$ cat src/rtl/sw_debounce4_if.sv
// Switch conditioner bus: raw switch levels in, debounced levels and edge strobes out.
// The master side is the board/stimulus; the slave side is the conditioner.
interface sw_debounce4_if;
  logic [3:0] sw_in;
  logic [3:0] sw_out;
  logic [3:0] sw_rise;
  logic [3:0] sw_fall;
  logic       sw_changed;

  modport master (
    output sw_in,
    input  sw_out,
    input  sw_rise,
    input  sw_fall,
    input  sw_changed
  );

  modport slave (
    input  sw_in,
    output sw_out,
    output sw_rise,
    output sw_fall,
    output sw_changed
  );
endinterface

$ cat src/rtl/sw_debounce4.sv
// Four-channel switch synchronizer/debouncer feeding the AND-OR-NOT gate inputs {d,c,b,a}.
// Each channel follows its synchronized level after DEBOUNCE_CYCLES consecutive disagreeing cycles.
module sw_debounce4 #(
  parameter int DEBOUNCE_CYCLES = 4,
  parameter int CNT_W           = 16
) (
  input  logic          clk,
  input  logic          rst,
  sw_debounce4_if.slave bus
);

  localparam int N = 4;
  localparam logic [CNT_W-1:0] CNT_LAST = CNT_W'(DEBOUNCE_CYCLES - 1);

  logic [N-1:0]     sync_p1;
  logic [N-1:0]     sync_p2;
  logic [CNT_W-1:0] cnt_p3   [N];
  logic [CNT_W-1:0] cnt_nxt  [N];
  logic [N-1:0]     out_p3;
  logic [N-1:0]     out_nxt;
  logic [N-1:0]     rise_p3;
  logic [N-1:0]     rise_nxt;
  logic [N-1:0]     fall_p3;
  logic [N-1:0]     fall_nxt;
  logic             chg_p3;

  function automatic logic hold_done(input logic [CNT_W-1:0] cnt);
    return cnt == CNT_LAST;
  endfunction

  function automatic logic [CNT_W-1:0] cnt_inc(input logic [CNT_W-1:0] cnt);
    return cnt + CNT_W'(1);
  endfunction

  // Stage p1/p2: two-flop synchronizer, no logic between the flops
  always_ff @(posedge clk) begin
    if (rst) begin
      sync_p1 <= '0;
      sync_p2 <= '0;
    end else begin
      sync_p1 <= bus.sw_in;
      sync_p2 <= sync_p1;
    end
  end

  // Any cycle of agreement clears the count, so only an unbroken run can commit
  always_comb begin
    out_nxt  = out_p3;
    rise_nxt = '0;
    fall_nxt = '0;
    for (int i = 0; i < N; i++) begin
      cnt_nxt[i] = '0;
      if (sync_p2[i] != out_p3[i]) begin
        if (hold_done(cnt_p3[i])) begin
          out_nxt[i]  = sync_p2[i];
          rise_nxt[i] = sync_p2[i];
          fall_nxt[i] = ~sync_p2[i];
        end else begin
          cnt_nxt[i] = cnt_inc(cnt_p3[i]);
        end
      end
    end
  end

  // Stage p3: debounced level, counters and registered strobes
  always_ff @(posedge clk) begin
    if (rst) begin
      for (int i = 0; i < N; i++) cnt_p3[i] <= '0;
      out_p3  <= '0;
      rise_p3 <= '0;
      fall_p3 <= '0;
      chg_p3  <= 1'b0;
    end else begin
      for (int i = 0; i < N; i++) cnt_p3[i] <= cnt_nxt[i];
      out_p3  <= out_nxt;
      rise_p3 <= rise_nxt;
      fall_p3 <= fall_nxt;
      chg_p3  <= |(rise_nxt | fall_nxt);
    end
  end

  assign bus.sw_out     = out_p3;
  assign bus.sw_rise    = rise_p3;
  assign bus.sw_fall    = fall_p3;
  assign bus.sw_changed = chg_p3;

endmodule

$ cat src/flat_wrapper.sv
// flat-port wrapper written by rule: the top's interface ports become plain ports
module sw_debounce4_flat 
#(
  parameter int DEBOUNCE_CYCLES = 4,
  parameter int CNT_W           = 16
)
  (clk, rst, bus_sw_in, bus_sw_out, bus_sw_rise, bus_sw_fall, bus_sw_changed);
  sw_debounce4_if bus_i ();
  input  logic clk;
  input  logic rst;
  input wire logic [$bits(bus_i.sw_in)-1:0] bus_sw_in;
  output wire logic [$bits(bus_i.sw_out)-1:0] bus_sw_out;
  output wire logic [$bits(bus_i.sw_rise)-1:0] bus_sw_rise;
  output wire logic [$bits(bus_i.sw_fall)-1:0] bus_sw_fall;
  output wire logic [$bits(bus_i.sw_changed)-1:0] bus_sw_changed;
  assign bus_i.sw_in = bus_sw_in;
  assign bus_sw_out = bus_i.sw_out;
  assign bus_sw_rise = bus_i.sw_rise;
  assign bus_sw_fall = bus_i.sw_fall;
  assign bus_sw_changed = bus_i.sw_changed;
  sw_debounce4 #(.DEBOUNCE_CYCLES(DEBOUNCE_CYCLES), .CNT_W(CNT_W)) u_core (.clk(clk), .rst(rst), .bus(bus_i));
endmodule
$ cat config.mk
export PLATFORM = sky130hd
export DESIGN_NAME = sw_debounce4_flat
export DESIGN_NICKNAME = d
export VERILOG_FILES = /design/src/rtl/sw_debounce4_if.sv /design/src/rtl/sw_debounce4.sv /design/src/flat_wrapper.sv
export SDC_FILE = /design/constraint.sdc
export NUM_CORES = 1
export LEC_CHECK = 0
export BUFFER_PORTS_ARGS = -buffer_cell sky130_fd_sc_hd__buf_2
export CORE_MARGIN = 1.5
export CORE_UTILIZATION = 45
export CTS_BUF_LIST = sky130_fd_sc_hd__clkbuf_8 sky130_fd_sc_hd__clkbuf_16
export DETAILED_ROUTE_END_ITERATION = 16
export SYNTH_ARGS = -nofsm -noshare
export SYNTH_HDL_FRONTEND = slang
export SYNTH_SLANG_ARGS = --single-unit
$ cat constraint.sdc
create_clock -name clk -period 2 [get_ports clk]
set_input_delay 0.4 -clock clk [delete_from_list [all_inputs] [get_ports clk]]
set_output_delay 0.4 -clock clk [all_outputs]
set_load 0.01 [all_outputs]
==> metrics.md <==
| Metric | Value |
|---|---|
| TritonCTS buffer count | `9` |
| Final WL | `6390 um` |
| Remaining global-route overflow | `0` |
| Worst VDD drop | `0.422 mV` |
| Most used routing layer | `met2` |
| Core region area | `0.00741 mm2` |
| Critical path arrival | `2.04 ns` |
| Routed len/inst | `12.6 um` |
| Share of layout cells above drive strength 1 | `12.0%` |
| Syn Area/Cell | `9.32 um2` |
| Hold WS | `0.251 ns` |
| Register area share after synthesis | `48.6%` |
| Xor/xnor share of the synthesized area | `13.2%` |
| # port buffers | `18` |
| CP Cell Sequence | `ha_1 > nor4b_1 > nand4_1 > o22a_1 > a21oi_1` |
| Slew HR | `70.5%` |
| Post-synth ARST share | `0%` |
| Crit path kind | `reg2reg` |
| Top cell type by total area after synthesis | `dfxtp_1` |
| Synth Area in Simple Gates | `30.5%` |
| Pre-antenna DRT Iters | `4` |
| P per Cell Area | `761 mW/mm2` |
| Area grow syn2layout | `12.2%` |
| Largest family of logic cells by synthesized area | `simple AND/OR/NAND/NOR gates` |
| Fin. max-slew vios | `0` |
| Diode count | `0` |
| Req. time, crit path | `2.26 ns` |
| Die width | `91.3 um` |
| Post-synthesis mux area share | `1.14%` |
| Gpl congestion | `0.793` |
| Routed Antenna Nets | `0` |
| Starting density of the core | `47.3%` |
| Synth top area share | `48.6%` |
| CTS tree | `yes` |
| Number of flops mapped to enable cells by yosys | `0` |
| Final setup fails | `0` |
| I/O Pins | `19` |
| Yosys warns | `0` |
| Synth unique cells | `34` |
| Clk root buf | `clkbuf_8` |
| Vias | `2632` |
| TritonCTS Sinks | `85` |
| Pleak | `1.33 nW` |
| Clk Latency, worst-skew pair | `0.36 ns` |
| Post-synth top cells | `dfxtp_1, nor2_1, xnor2_1` |
| Rows | `31` |
| Filler cells | `715` |
| Met2 Usage GRT | `25.5%` |
| Tightest Pin Transition | `0.443 ns` |
| M3 GR Usage | `4.94%` |
| Crit path largest cell delay | `0.38 ns` |
| Detailed Route Iter0 Violations | `56` |
| Most instantiated library cell after synthesis | `dfxtp_1` |
| RSZ-0062 raised after global routing | `false` |
| Vias in the first global route | `2456` |
| Post-synthesis compound-gate area fraction | `2.96%` |
| Setup crit start kind | `register` |
| Fin. Hold Viols | `0` |
| Final Cycle Share | `89.0%` |
| Die ar. | `0.00833 mm2` |
| Register bit count reported by yosys | `85` |
| Mapped Nets | `386` |
| Nets | `413` |
| Post-Syn Instances | `376` |
| Total negative slack | `0 ns` |
| HP Class | `in2reg` |
| Post-Synth Adder-Cell Area | `1.43%` |
| Die height | `91.3 um` |
| Clk_skew | `0.00941 ns` |
| Cell Area, Synth | `0.00350 mm2` |
| Area contributors post-synth | `dfxtp_1, nor2_1, xnor2_1` |
| Met1 global-route usage | `21.8%` |
| Tmin final | `1.78 ns` |
| Worst-path maximum fanout | `6` |
| Clk slew on worst S/H paths | `0.08 ns` |
| Main synth FF type | `dfxtp_1` |
| Slowest-stage cell, CP | `dfxtp_1` |
| Clock buffer depth | `2` |
| Max-cap viol count | `0` |
| Status | `completed` |
| Post-route DRC | `0` |
| Post-DP HPWL | `4380 um` |
| Setup crit end kind | `register` |
| Global-route wire length before repair | `11100 um` |
| Cts hold-fix bufs | `0` |
| Htree depth | `3` |
| Largest net degree at the start of global routing | `26` |
| Via density | `5.19` |
| Fmax | `562 MHz` |
| Initial antenna violation count | `0` |
| GRT Overall Usage | `16.7%` |
-- registers in the layout, summed over array words and instances, names as in the netlist --
| name | cells |
|---|---|
| u_core.bus.sw_changed | 1 |
| u_core.bus.sw_fall | 4 |
| u_core.bus.sw_out | 4 |
| u_core.bus.sw_rise | 4 |
| u_core.cnt_p3 | 64 |
| u_core.sync_p1 | 4 |
| u_core.sync_p2 | 4 |
-- placed cells by master, fill, tap and decap left out, drive strengths merged --
cell type  netlist  layout
dfxtp           85      85
nor2            64      64
xnor2           27      27
xor2            26      26
buf              6      26
nand4           24      24
nand3           22      22
nand2           15      15
nor4            14      14
nor4b           12      12
nor3            12      12
clkbuf           4      11
nor2b            8       8
a21oi            8       8
and3             7       7
inv              6       6
and4             6       6
and2             4       4
o21ai            4       4
or3              4       4
mux2i            4       4
ha               4       4
o31ai            3       3
or4              3       3
o22a             2       2
clkinvlp         0       2
or2              2       2
clkinv           0       2
bufinv           0       1
-- cell type report --
class                   instances  area, um2  share of cell area [%]
well taps                      99        124                    3.15
clock inverters                 5       58.8                    1.49
clock buffers                  11        151                    3.85
repair buffers                 26        150                    3.82
multi-input cells             275       1730                    43.9
flip-flops and latches         85       1700                    43.3
inverters                       6       22.5                   0.573
-- per-layer routing --
metal	vias up	routed length, um
met5	-	0
met4	0	98
met3	8	209
met2	28	2740
met1	1220	3340
li1	1376	-
-- timing repair --
item,CTS,global route
buffers inserted,0,1
resized for setup,0,0
setup endpoints to repair,0,16
-- power by group --
part / internal, mW / switching (mW)
Combinational: 0.0151 / 0.0232
Sequential: 1.70 / 0.00699
Clock: 0.645 / 0.603
-- cell families (layout without fill, tap and decap cells) --
logic type               after synthesis  after routing
AO/OA/AOI/OAI                         17             17
flip-flops                            85             85
adder cells (fa/ha/maj)                4              4
multiplexers                           4              4
AND/OR/NAND/NOR                      197            197
buffers and inverters                 16             48
XOR/XNOR                              53             53
-- path summary, 6_finish.rpt --
| kind | slack [ns] | end | start | cells past startpoint |
|---|---|---|---|---|
| setup / recovery | 0.22 | u_core.bus.sw_changed | u_core.cnt_p3[0][0] | 5 |
| hold / removal | 0.25 | u_core.sync_p1[0] | bus_sw_in[0] | 2 |
| setup reg to reg | 0.22 | u_core.bus.sw_changed | u_core.cnt_p3[0][0] | 5 |
| hold reg to reg | 0.44 | u_core.sync_p2[0] | u_core.sync_p1[0] | 1 |
-- stage by stage --
step / cells / total power [mW] / instance area [um2] / util [%] / worst slack [ns]
6_report: 507 / 2.99 / 3930 / 53.1 / 0.220
5_1_grt: 507 / 3.11 / 3930 / 53.1 / 0.0704
4_1_cts: 506 / 3.04 / 3930 / 53.0 / 0.0956
3_5_place_dp: 490 / 1.79 / 3720 / 50.2 / 0.130
3_3_place_gp: 490 / 1.79 / 3720 / 50.2 / 0.130
2_1_floorplan: 376 / 1.77 / 3500 / - / 0.385
-- critical path, delay by kind of cell (launching register included) --
family,cells,cell delay (ns)
flops,1,0.38
compound gates,2,0.48
simple gates,2,0.60
fa+ha+maj,1,0.25
Note: power is estimated with default switching activity, not from simulation.
